$ cat src/rtl/fpmult_share_ctrl.sv
// fpmult_share_ctrl
// Shares one fixed-latency FP multiplier pipeline between two requesters.
// Each cycle a round-robin arbiter grants at most one requester. A tag pipeline
// records which port owns each in-flight operation, and each result is routed
// back to that port.
//
// Ports:
//   i_clk, i_rst                 clock, synchronous active-high reset
//   i_issue_en                   0 blocks new grants; in-flight work still drains
//   i_reqN_valid / o_reqN_ready  per-port handshake (ready is combinational)
//   i_reqN_a, i_reqN_b           per-port operands
//   o_mul_valid, o_mul_a/b       registered issue to the multiplier
//   i_mul_result, i_mul_flags    multiplier outputs, valid LAT cycles after issue
//   o_respN_valid                registered one-cycle response pulse per port
//   o_resp_result, o_resp_flags  shared response data, qualified by o_respN_valid
//   o_busy                       registered; high while anything is issued or in flight
module fpmult_share_ctrl #(
    parameter int LAT = 4
) (
    input  logic        i_clk,
    input  logic        i_rst,
    input  logic        i_issue_en,
    input  logic        i_req0_valid,
    input  logic        i_req1_valid,
    output logic        o_req0_ready,
    output logic        o_req1_ready,
    input  logic [31:0] i_req0_a,
    input  logic [31:0] i_req0_b,
    input  logic [31:0] i_req1_a,
    input  logic [31:0] i_req1_b,
    output logic        o_mul_valid,
    output logic [31:0] o_mul_a,
    output logic [31:0] o_mul_b,
    input  logic [31:0] i_mul_result,
    input  logic [4:0]  i_mul_flags,
    output logic        o_resp0_valid,
    output logic        o_resp1_valid,
    output logic [31:0] o_resp_result,
    output logic [4:0]  o_resp_flags,
    output logic        o_busy
);

    // r_last = 1 means port 1 was granted most recently, so port 0 wins the next tie.
    logic        r_last;
    logic        r_mul_valid;
    logic [31:0] r_mul_a;
    logic [31:0] r_mul_b;
    logic [LAT:0] r_tag_vld;
    logic [LAT:0] r_tag_own;
    logic        r_resp0_valid;
    logic        r_resp1_valid;
    logic [31:0] r_resp_result;
    logic [4:0]  r_resp_flags;
    logic        r_busy;

    logic w_grant0;
    logic w_grant1;
    logic w_hs;

    // A port wins when the other is idle, or on a tie when it was not granted last.
    assign w_grant0 = i_issue_en & i_req0_valid & (~i_req1_valid | r_last);
    assign w_grant1 = i_issue_en & i_req1_valid & (~i_req0_valid | ~r_last);
    assign w_hs     = w_grant0 | w_grant1;

    assign o_req0_ready  = w_grant0;
    assign o_req1_ready  = w_grant1;
    assign o_mul_valid   = r_mul_valid;
    assign o_mul_a       = r_mul_a;
    assign o_mul_b       = r_mul_b;
    assign o_resp0_valid = r_resp0_valid;
    assign o_resp1_valid = r_resp1_valid;
    assign o_resp_result = r_resp_result;
    assign o_resp_flags  = r_resp_flags;
    assign o_busy        = r_busy;

    always_ff @(posedge i_clk) begin
        if (i_rst) begin
            r_last        <= 1'b1;
            r_mul_valid   <= 1'b0;
            r_mul_a       <= '0;
            r_mul_b       <= '0;
            r_tag_vld     <= '0;
            r_tag_own     <= '0;
            r_resp0_valid <= 1'b0;
            r_resp1_valid <= 1'b0;
            r_resp_result <= '0;
            r_resp_flags  <= '0;
            r_busy        <= 1'b0;
        end else begin
            r_mul_valid <= w_hs;
            if (w_hs) begin
                r_last  <= w_grant1;
                r_mul_a <= w_grant1 ? i_req1_a : i_req0_a;
                r_mul_b <= w_grant1 ? i_req1_b : i_req0_b;
            end

            // Stage 0 lines up with the issue registers; stage LAT lines up
            // with the cycle in which the multiplier output is valid.
            r_tag_vld <= {r_tag_vld[LAT-1:0], w_hs};
            r_tag_own <= {r_tag_own[LAT-1:0], w_grant1};

            if (r_tag_vld[LAT]) begin
                r_resp_result <= i_mul_result;
                r_resp_flags  <= i_mul_flags;
                r_resp0_valid <= ~r_tag_own[LAT];
                r_resp1_valid <= r_tag_own[LAT];
            end else begin
                r_resp0_valid <= 1'b0;
                r_resp1_valid <= 1'b0;
            end

            // The response register stage adds one more cycle after the last tag stage.
            r_busy <= r_mul_valid | (|r_tag_vld);
        end
    end

endmodule

$ cat config.mk
export PLATFORM = sky130hd
export DESIGN_NAME = fpmult_share_ctrl
export DESIGN_NICKNAME = d
export VERILOG_FILES = /design/src/rtl/fpmult_share_ctrl.sv
export SDC_FILE = /design/constraint.sdc
export NUM_CORES = 1
export LEC_CHECK = 0
export ABC_AREA = 0
export CORE_MARGIN = 2
export CORE_UTILIZATION = 30
export DETAILED_ROUTE_END_ITERATION = 8
export RECOVER_POWER = 25
export SYNTH_ARGS = -nofsm -noshare
export SYNTH_HDL_FRONTEND = slang
export SYNTH_SLANG_ARGS = --single-unit
$ cat constraint.sdc
create_clock -name i_clk -period 1.9 [get_ports i_clk]
set_input_delay 0.475 -clock i_clk [delete_from_list [all_inputs] [get_ports i_clk]]
set_output_delay 0.475 -clock i_clk [all_outputs]
set_load 0.01 [all_outputs]
* Word-level counts from Yosys, hierarchy flattened
Cells that the tools add are included.
Cells by class: multiplexer cells 2, bitwise operators 13, reductions and logical operators 2
Operators by type and width (count):
- two-way mux 32 bit | 2
- NOT 1 bit | 5
- OR reduction 5 bit | 1
- bitwise AND 1 bit | 4
- OR 1 bit | 4
- OR reduction 2 bit | 1
Storage, ports and cells: register bits after elaboration 116, input bits 170, output and inout port bits 107, word-level logic and storage cells 28

* Depth between registers and ports, before layout
Gate-level depths: netlist (run 1).
word-level depth 4, gate-level depth with buffers 5, mapped depth without buffers 3

* Worst setup path after synthesis (run 1)
OpenSTA, ideal clock, no wires.
kind input-to-output, start point in i_req0_valid, end point out o_req1_ready, data arrival time 1229 ps, required time 1425 ps, slack 196 ps, cell stages on the path 5, path buffers 2, path through and2_1 > or2_1 > buf_4 > buf_6 > inv_1
On the way: longest elaborated chain between the ends 3
Ends and longest elaborated chain:
- start, declared | line 23 | input logic i_req0_valid,
- NOT 1 bit | line 62 | assign w_grant1 = i_issue_en & i_req1_valid & (~i_req0_valid | ~r_last);
- OR 1 bit | line 62
- bitwise AND 1 bit | line 62
- end, declared | line 26 | output logic o_req1_ready,
Every way passes these cells.

* Final worst setup path (run 1)
Ends and elaborated chain as after synthesis.

==> impl_metrics.py, run 1 <==
metrics = {
    "power": {
        "power_density_nw_per_um2": 835,
        "leakage_nw": 3.02,
        "max-vdd-ir-drop_mv": 0.649,
    },
    "placed_design": {
        "count_of_port_buffers_added_during_placement": 276,
        "dp_wirelength_um": 12100,
        "detailedPlace.worstSlack_ns": -0.637,
        "gp_routability_congestion": 0.760,
    },
    "critical_path": {
        "crit_family": "simple AND/OR/NAND/NOR gates",
        "nature_of_the_critical_path_endpoint": "primary output",
        "cp.required_ns": 1.42,
        "cp_max_fo": 2,
        "critPathBufInv": 3,
        "worst_setup_path_start_kind": "input pin",
        "critPathKind": "input pin to primary output",
        "crit_path_max_delay_cell_type": "or2_4",
        "critical_path_cell_by_cell": "dlygate4sd2_1, and2_2, or2_4, inv_2, buf_6",
        "arrival_ns": 1.35,
        "critical_path.max_stage_delay_ns": 0.27,
    },
    "timing": {
        "worst_slew_pin_slew_ns": 1.23,
        "final_period_minus_worst_setup_slack_ns": 1.82,
        "finalHoldViolCount": 0,
        "final_min_period_over_clock_period_pct": 96.0,
        "fin_setup_tns_ns": 0,
        "fmax_ghz": 0.548,
        "clock_skew_ns": 0.00591,
        "maxSlewViolCount": 0,
        "final_setup_vio_count": 0,
        "hold-worst-slack_ns": 0.418,
        "fin_ws_ns": 0.0756,
        "maxSlewHeadroom_pct": 18.2,
        "rsz0062_at_grt": "no",
    },
    "yosys": {
        "ys_async_sr_fraction_pct": 0,
        "ys_seq_elements": 115,
        "ys_types": 22,
        "mappedNetlistNets": 699,
        "synth_enable_flop_cells": 0,
        "post_synth_instance_area_sq_um": 5000,
        "synthFlopType": "dfxtp_1",
        "seq_area_frac_synth_pct": 46.1,
        "yosysWarningCount": 0,
        "postSynthAreaPerCell_sq_um": 9.44,
        "syn_inst": 529,
    },
    "layout": {
        "layout-drive-gt1-share_pct": 7.40,
        "growth_of_design_area_from_synthesis_to_finish_pct": 71.7,
        "fillCellCount": 1490,
        "number_of_nets_in_the_layout": 955,
        "n_antenna_cell": 0,
    },
    "die": {
        "pin_count": 277,
        "die_width_um": 133,
        "core_region_area_sq_um": 16400,
        "die_area_sq_um": 17700,
        "die_h_um": 133,
        "rows": 47,
        "start_util_pct": 30.5,
    },
    "clock_tree": {
        "post-cts-setup-buffers": 0,
        "cts-buffers-inserted": 17,
        "clock_sink_count": 115,
        "clock_insertion_delay_worst_skew_ns": 0.41,
        "cts_tree": "done",
        "cts_buffer_depth": 2,
        "htree_levels": 4,
        "cts_repair_resize_count": 13,
        "cts-hold-fix-buffers": 0,
        "clock_transition_at_the_register_clock_pins_on_the_worst_setup_and_hold_paths_after_cts_ns": 0.05,
        "clk_root_buffer_cell": "clkbuf_16",
    },
    "routing": {
        "final_antenna_net_count": 0,
        "routed_wl_um": 17600,
        "route.detailed.vias_per_inst": 5.01,
        "drt_first_pass_iters": 4,
        "detailedRoute.firstIterationViolations": 205,
        "wl_per_cell_um": 17.3,
        "remaining_drc_errors": 0,
        "number_of_vias_in_the_routed_layout": 5092,
    },
    "global_routing": {
        "antenna_found_initial": 0,
        "grt_pass1_vias": 5402,
        "grt_use_total_pct": 20.0,
        "globalRouteOverflowTotal": 0,
        "grt_start_max_net_pins": 72,
        "grt_pass1_wl_um": 28000,
    },
    "run": {
        "max_cap_viol_count": 0,
    },
    "run_status": {
        "run_status": "complete, no violations",
    },
    "worst_hold_path": {
        "worstHoldPathType": "input pin to flop",
    },
}
cell usage in the layout, fill, tap and decap left out, drive strengths merged:
cell,Yosys,layout
clkbuf,34,23
nor2b,9,9
nand2,2,2
nor2,41,41
and2,1,1
bufinv,0,4
dfxtp,115,115
clkdlybuf4s50,0,270
a211oi,64,64
clkinv,0,5
dlygate4sd2,0,2
mux2i,37,37
a21oi,2,2
nor3,65,65
buf,24,22
o21a,1,1
or2,1,1
o21bai,64,64
nor3b,65,65
and3b,1,1
a211o,1,1
inv,2,2
state kept, by name, indices dropped and copies added (netlist names):
name,count
o_resp_flags,5
o_busy,1
o_mul_b,32
o_resp1_valid,1
r_tag_own,5
o_resp_result,32
r_tag_vld,5
r_last,1
o_mul_a,32
o_resp0_valid,1
stage by stage:
stage	utilization [%]	std cells	power [mW]	cell area, sq um
after floorplan	-	529	3.09	5000
after global placement	48.6	986	3.80	7970
after detailed placement	48.6	986	3.82	7970
after CTS	52.4	1017	7.25	8590
after global routing	52.3	1017	7.45	8580
final	52.3	1017	7.16	8580
path summary, 6_finish.rpt:
| check | from | to | cells past startpoint | slack, ns |
|---|---|---|---|---|
| worst min register to register | r_tag_own[4] | o_resp0_valid | 1 | 0.42 |
| worst max register to register | r_last | o_mul_a[6] | 5 | 0.11 |
| worst min-delay path | i_rst | o_mul_a[14] | 3 | 0.42 |
| worst max-delay path | i_req0_valid | o_req1_ready | 5 | 0.08 |
final cells by class:
type | count | area [sq um] | area share, %
Inverter | 2 | 7.51 | 0.0875
Sequential cell | 115 | 2300 | 26.9
Multi-Input combinational cell | 354 | 2420 | 28.3
Tap cell | 220 | 275 | 3.21
Clock inverter | 9 | 153 | 1.78
Timing Repair Buffer | 295 | 2940 | 34.3
Clock buffer | 22 | 474 | 5.53
logic make-up after synthesis:
logic type | share of synthesized area [%]
AO/OA/AOI/OAI | 19.8
buffers and inverters | 5.63
flip-flops | 46.1
multiplexers | 7.41
AND/OR/NAND/NOR | 21.1
power breakdown:
group	switching (mW)	total, mW	internal (mW)	leakage (nW)
Combinational	0.471	1.16	0.690	1.77
Sequential	0.0657	2.60	2.54	0.943
Clock	1.11	3.40	2.29	0.310
synthesized netlist by cell type, types with 2 or more instances:
cell / count / area share, %
a21oi_1: 2 / 0.20
dfxtp_1: 115 / 46
a211oi_1: 64 / 9.6
inv_1: 2 / 0.15
buf_1: 3 / 0.23
nor2b_1: 9 / 1.1
clkbuf_1: 34 / 2.6
nand2_1: 2 / 0.15
o21bai_1: 64 / 9.6
buf_4: 2 / 0.30
nor3_1: 65 / 6.5
buf_2: 15 / 1.5
mux2i_1: 37 / 7.4
buf_6: 4 / 0.90
nor3b_1: 65 / 9.8
nor2_1: 40 / 3.0
per-layer routing:
metal  track usage, %  share of wire (%)  wire length (um)
met1             21.4                 40              7080
met2             34.1                 48              8380
met3             8.97                9.7              1700
met4             8.96                2.3               400
met5                0                  0                 0
worst register-to-register path: cells and delay by family, from the launching register on:
family                 cells  cell delay, ns
AND/OR/NAND/NOR            2            0.30
AO/OA/AOI/OAI              1            0.14
flip-flops                 1            0.36
buffers and inverters      2            0.86
No activity file was read; power rests on OpenSTA's default activity.
==> inputs of run 2 (changes only) <==
==> constraint.sdc (replaced) <==
create_clock -name i_clk -period 1.8 [get_ports i_clk]
set_input_delay 0.45 -clock i_clk [delete_from_list [all_inputs] [get_ports i_clk]]
set_output_delay 0.45 -clock i_clk [all_outputs]
set_load 0.01 [all_outputs]
==> run 2 against run 1 <==
Against the previous run:
- via count fell by 0.59%
- wire length barely moved
- flip-flop and latch count did not move
- total power rose by 4.0%
- highest routed layer unchanged
- final area rose by 0.57%
- critical path type is now flop to primary output
- final cell count rose by 0.20%
==> impl_metrics.py, run 2 (same netlist as run 1, synthesis figures left out) <==
metrics = {
    "clock_tree": {
        "clock_transition_at_the_register_clock_pins_on_the_worst_setup_and_hold_paths_after_cts_ns": 0.05,
        "clock_insertion_delay_worst_skew_ns": 0.41,
        "clock_sink_count": 115,
        "clk_root_buffer_cell": "clkbuf_16",
        "cts-buffers-inserted": 17,
        "htree_levels": 4,
        "cts_tree": "done",
        "cts_buffer_depth": 2,
    },
    "die": {
        "die_h_um": 133,
        "pin_count": 277,
        "core_region_area_sq_um": 16400,
        "rows": 47,
        "die_width_um": 133,
        "die_area_sq_um": 17700,
        "start_util_pct": 30.5,
    },
    "critical_path": {
        "critPathBufInv": 1,
        "arrival_ns": 1.30,
        "r2r_setup_slack_ns": 0.09,
        "worst_setup_path_start_kind": "flop",
        "cp_max_fo": 2,
        "critPathKind": "flop to primary output",
        "cp.required_ns": 1.35,
        "worstReg2RegStart": "r_last",
        "critical_path.max_stage_delay_ns": 0.57,
        "crit_path_max_delay_cell_type": "clkdlybuf4s50_1",
        "worst_r2r_endpoint": "o_mul_a[5]",
        "crit_family": "buffers and inverters",
        "critical_path_cell_by_cell": "clkdlybuf4s50_1",
        "nature_of_the_critical_path_endpoint": "primary output",
        "ff2ff_path_depth": 5,
    },
    "layout": {
        "n_antenna_cell": 0,
        "number_of_nets_in_the_layout": 956,
        "final_core_util_pct": 52.6,
        "finish.instance_area_sq_um": 8630,
        "growth_of_design_area_from_synthesis_to_finish_pct": 72.7,
        "layout-drive-gt1-share_pct": 7.88,
        "final_cell_mix": "238 x clkdlybuf4s50_1, 114 x dfxtp_1, 65 x nor3b_1, 65 x nor3_1",
        "leading_cell_type_in_the_layout_fill_and_taps_excluded": "clkdlybuf4s50_1",
    },
    "placed_design": {
        "count_of_port_buffers_added_during_placement": 276,
        "dp_wirelength_um": 12100,
        "detailedPlace.worstSlack_ns": -0.687,
        "gp_routability_congestion": 0.762,
        "placedInstanceArea_sq_um": 7970,
    },
    "global_routing": {
        "grt_pass1_vias": 5218,
        "grt_use_total_pct": 20.1,
        "grt_pass1_wl_um": 28100,
        "globalRouteOverflowTotal": 0,
        "grt_start_max_net_pins": 75,
        "antenna_found_initial": 0,
    },
    "timing": {
        "worst_slew_pin_slew_ns": 0.803,
        "rsz0062_at_grt": "no",
        "final_period_minus_worst_setup_slack_ns": 1.75,
        "maxSlewViolCount": 0,
        "finalHoldViolCount": 0,
        "clock_skew_ns": 0.00773,
        "final_setup_vio_count": 0,
        "fin_ws_ns": 0.0484,
        "maxSlewHeadroom_pct": 46.5,
        "fmax_ghz": 0.571,
        "final_min_period_over_clock_period_pct": 97.3,
    },
    "power": {
        "leakage_nw": 3.43,
        "power_density_nw_per_um2": 863,
        "max-vdd-ir-drop_mv": 0.649,
    },
    "routing": {
        "remaining_drc_errors": 0,
        "wl_per_cell_um": 17.2,
        "detailedRoute.firstIterationViolations": 217,
        "routed_wl_um": 17600,
        "final_antenna_net_count": 0,
        "drt_first_pass_iters": 4,
        "route.detailed.vias_per_inst": 4.97,
        "number_of_vias_in_the_routed_layout": 5062,
    },
    "worst_hold_path": {
        "hold_path.startpoint": "r_tag_own[4]",
        "worst_hold_path.endpoint": "o_resp0_valid",
        "worstHoldPathType": "flop to flop",
        "hold_path_depth": 1,
    },
    "run_status": {
        "run_status": "complete, no violations",
    },
    "run": {
        "max_cap_viol_count": 0,
    },
}
## run 2: cell count changes in the layout (fill, tap and decap cells not counted), moves of 2 or more
cell,before,now
clkdlybuf4s50_1,270,238
clkbuf_1,2,0
clkinv_4,2,0
dlymetal6s2s_1,0,26
dlygate4sd2_1,2,8
clkinvlp_4,0,4
inv_6,0,2
clkbuf_4,1,3
## run 2: layout make-up
type	instances	area (sq um)
clock buffer	20	467
multi-input combinational	354	2430
clock inverter	12	153
timing repair buffer	296	2990
fill	1489	7780
inverter	2	7.51
sequential	115	2300
tap	220	275
## run 2: worst max-delay path by stage
| stage | slack [ns] | cells after the start | end | startpoint |
|---|---|---|---|---|
| finish | 0.05 | 1 | o_mul_a[18] | o_mul_a[18] |
| global route | 0.0002 | 1 | o_mul_a[21] | o_mul_a[21] |
| CTS | 0.008 | 1 | o_mul_a[15] | o_mul_a[15] |
| detailed placement | -0.69 | 5 | o_req1_ready | i_req0_valid |
| global placement | -0.68 | 5 | o_req1_ready | i_req0_valid |
| floorplan | 0.15 | 5 | o_req1_ready | i_req0_valid |
## run 2: report_power, final
part | switching (mW) | internal (mW) | total, mW
clock network | 1.20 | 2.29 | 3.49
logic | 0.498 | 0.714 | 1.21
registers | 0.0668 | 2.68 | 2.74
## run 2: per-layer routing
metal | part of all wire (%) | up-vias | wire, um | global-route usage (%)
met5 | 0 | - | 0 | 0
met4 | 1.4 | 0 | 240 | 6.63
met3 | 9.8 | 18 | 1730 | 8.93
met2 | 48 | 227 | 8430 | 33.2
met1 | 41 | 2383 | 7160 | 23.3
li1 | - | 2434 | - | -
## run 2: timing repair
item / CTS / global route
gates resized for setup: 21 / 26
setup endpoints to repair: 30 / 26
hold buffers: 0 / 0
pin swaps: 1 / 0
buffers inserted: 1 / 0
## run 2: per-stage QoR
step                hold slack, ns  cells  power [mW]  TNS [ns]
floorplan                    0.390    529        3.26         0
global placement             0.407    986        4.01    -23.04
detailed placement           0.413    986        4.03    -25.73
CTS                          0.423   1019        7.56         0
global route                 0.449   1019        7.78         0
finish                       0.424   1019        7.45         0
==> inputs of run 3 (changes only) <==
--- a/config.mk
+++ b/config.mk
@@ -7,8 +7,10 @@
 export LEC_CHECK = 0
 export ABC_AREA = 0
 export CORE_MARGIN = 2
-export CORE_UTILIZATION = 30
+export CORE_UTILIZATION = 39
 export DETAILED_ROUTE_END_ITERATION = 8
+export GPL_ROUTABILITY_DRIVEN = 0
+export PLACE_DENSITY = 0.81
 export RECOVER_POWER = 25
 export SYNTH_ARGS = -nofsm -noshare
 export SYNTH_HDL_FRONTEND = slang
==> run 3 against run 2 <==
Against the previous run:
- sequential share of layout area is 0.40 points higher
- global-route usage is 3.6 points higher
- worst hold slack better by 0.0027 ns
- critical path depth stayed put
- total power about the same
- clock-buffer cell count is 2 lower
- flip-flop and latch count unchanged
- die area is 22% lower
- register-to-register slack better by 0.03 ns
- non-clock buffer count down 1
- first-iteration DRC count grew 17%
- clock power hardly changed
- critical endpoint is now o_mul_a[8]
==> impl_metrics.py, run 3 (same netlist as run 1, synthesis figures left out) <==
metrics = {
    "routing": {
        "final_antenna_net_count": 0,
        "detailedRoute.firstIterationViolations": 253,
        "number_of_vias_in_the_routed_layout": 5114,
        "remaining_drc_errors": 0,
        "routed_wl_um": 17000,
        "wl_per_cell_um": 17.5,
        "route.detailed.vias_per_inst": 5.27,
        "drt_first_pass_iters": 4,
    },
    "critical_path": {
        "nature_of_the_critical_path_endpoint": "primary output",
        "crit_family": "buffers and inverters",
        "arrival_ns": 1.31,
        "cp_max_fo": 2,
        "critical_path_cell_count": 1,
        "critPathKind": "flop to primary output",
        "critical_path.max_stage_delay_ns": 0.57,
        "worst_r2r_endpoint": "o_resp_flags[1]",
        "worst_setup_path_start_kind": "flop",
        "r2r_setup_slack_ns": 0.12,
        "setup.worst_path.start": "o_mul_a[8]",
        "critical_path_cell_by_cell": "clkdlybuf4s50_1",
        "ff2ff_path_depth": 3,
        "worstReg2RegStart": "r_tag_vld[4]",
        "crit_path_max_delay_cell_type": "clkdlybuf4s50_1",
        "cp.required_ns": 1.35,
        "critPathBufInv": 1,
    },
    "placed_design": {
        "detailedPlace.worstSlack_ns": -0.643,
        "placedInstanceArea_sq_um": 7930,
        "placed_cells": 938,
        "dp_wirelength_um": 11600,
        "count_of_port_buffers_added_during_placement": 276,
    },
    "die": {
        "start_util_pct": 39.8,
        "die_width_um": 117,
        "die_h_um": 117,
        "core_region_area_sq_um": 12600,
        "rows": 41,
        "die_area_sq_um": 13700,
        "pin_count": 277,
    },
    "timing": {
        "fin_setup_tns_ns": 0,
        "maxSlewHeadroom_pct": 27.5,
        "rsz0062_at_grt": "no",
        "finalHoldViolCount": 0,
        "clock_skew_ns": 0.00561,
        "final_period_minus_worst_setup_slack_ns": 1.76,
        "fin_ws_ns": 0.0372,
        "hold-worst-slack_ns": 0.427,
        "worst_slew_pin_slew_ns": 1.09,
        "final_setup_vio_count": 0,
        "maxSlewViolCount": 0,
        "fmax_ghz": 0.567,
        "final_min_period_over_clock_period_pct": 97.9,
    },
    "clock_tree": {
        "clock_transition_at_the_register_clock_pins_on_the_worst_setup_and_hold_paths_after_cts_ns": 0.05,
        "htree_levels": 4,
        "post-cts-setup-buffers": 0,
        "cts_repair_resize_count": 15,
        "cts_buffer_depth": 2,
        "clock_insertion_delay_worst_skew_ns": 0.40,
        "cts_tree": "done",
        "clk_root_buffer_cell": "clkbuf_16",
        "clock_sink_count": 115,
        "cts-hold-fix-buffers": 0,
        "cts-buffers-inserted": 17,
    },
    "global_routing": {
        "most_congested_layer_reported_by_global_routing": "met2",
        "antenna_found_initial": 0,
        "globalRouteOverflowTotal": 0,
        "globalRouteMet2Util_pct": 42.2,
        "grt_pass1_wl_um": 25300,
        "grt_pass1_vias": 5108,
        "grt.met1_usage_pct": 26.1,
        "groute.layer.met3.usage_pct": 8.14,
        "grt_use_total_pct": 23.7,
        "grt_start_max_net_pins": 66,
    },
    "worst_hold_path": {
        "worstHoldPathType": "input pin to flop",
        "worst_hold_path.endpoint": "r_tag_own[0]",
        "hold_path.startpoint": "i_rst",
        "hold_path_depth": 2,
    },
    "layout": {
        "layout-drive-gt1-share_pct": 7.39,
        "growth_of_design_area_from_synthesis_to_finish_pct": 70.0,
        "final_cell_mix": "263 x clkdlybuf4s50_1, 115 x dfxtp_1, 65 x nor3b_1, 65 x nor3_1",
        "number_of_nets_in_the_layout": 955,
        "final_core_util_pct": 67.6,
        "n_antenna_cell": 0,
        "fin_cells": 970,
        "leading_cell_type_in_the_layout_fill_and_taps_excluded": "clkdlybuf4s50_1",
        "finish.instance_area_sq_um": 8490,
    },
    "power": {
        "max-vdd-ir-drop_mv": 0.667,
        "power_density_nw_per_um2": 876,
        "finalPower_mw": 7.44,
        "leakage_nw": 3.06,
    },
    "run_status": {
        "run_status": "complete, no violations",
    },
    "run": {
        "max_cap_viol_count": 0,
    },
}
[run 3: changes by cell type in the layout (fill, tap and decap cells not counted), sizes merged]
cell           change
dlygate4sd2        -4
clkdlybuf4s50     +25
clkinvlp           -4
inv                +2
clkinv             +4
dlymetal6s2s      -24
[run 3: layout make-up]
cell class / count / area, sq um
multi-input combinational: 354 / 2430
clock buffer: 18 / 439
timing repair buffer: 295 / 2930
sequential: 115 / 2300
tap: 172 / 215
inverter: 2 / 7.51
clock inverter: 14 / 178
fill: 974 / 4080
[run 3: worst max path at each step]
stage | end | slack [ns]
5_1_grt | o_resp_result[0] | 0.0003
3_5_place_dp | o_req1_ready | -0.64
4_1_cts | o_mul_valid | 0.004
2_1_floorplan | o_req1_ready | 0.15
6_report | o_mul_a[8] | 0.04
3_3_place_gp | o_req1_ready | -0.65
[run 3: power by group]
part,internal (mW),switching (mW),leakage (nW)
clock,2.24,1.24,0.307
combinational,0.727,0.495,1.81
sequential,2.68,0.0654,0.942
total,5.64,1.80,3.06
[run 3: layer usage]
| layer | part of all wire [%] | vias to the layer above |
|---|---|---|
| met4 | 2.1 | 0 |
| met2 | 50 | 208 |
| li1 | - | 2448 |
| met5 | 0 | - |
| met3 | 8.3 | 27 |
| met1 | 40 | 2431 |
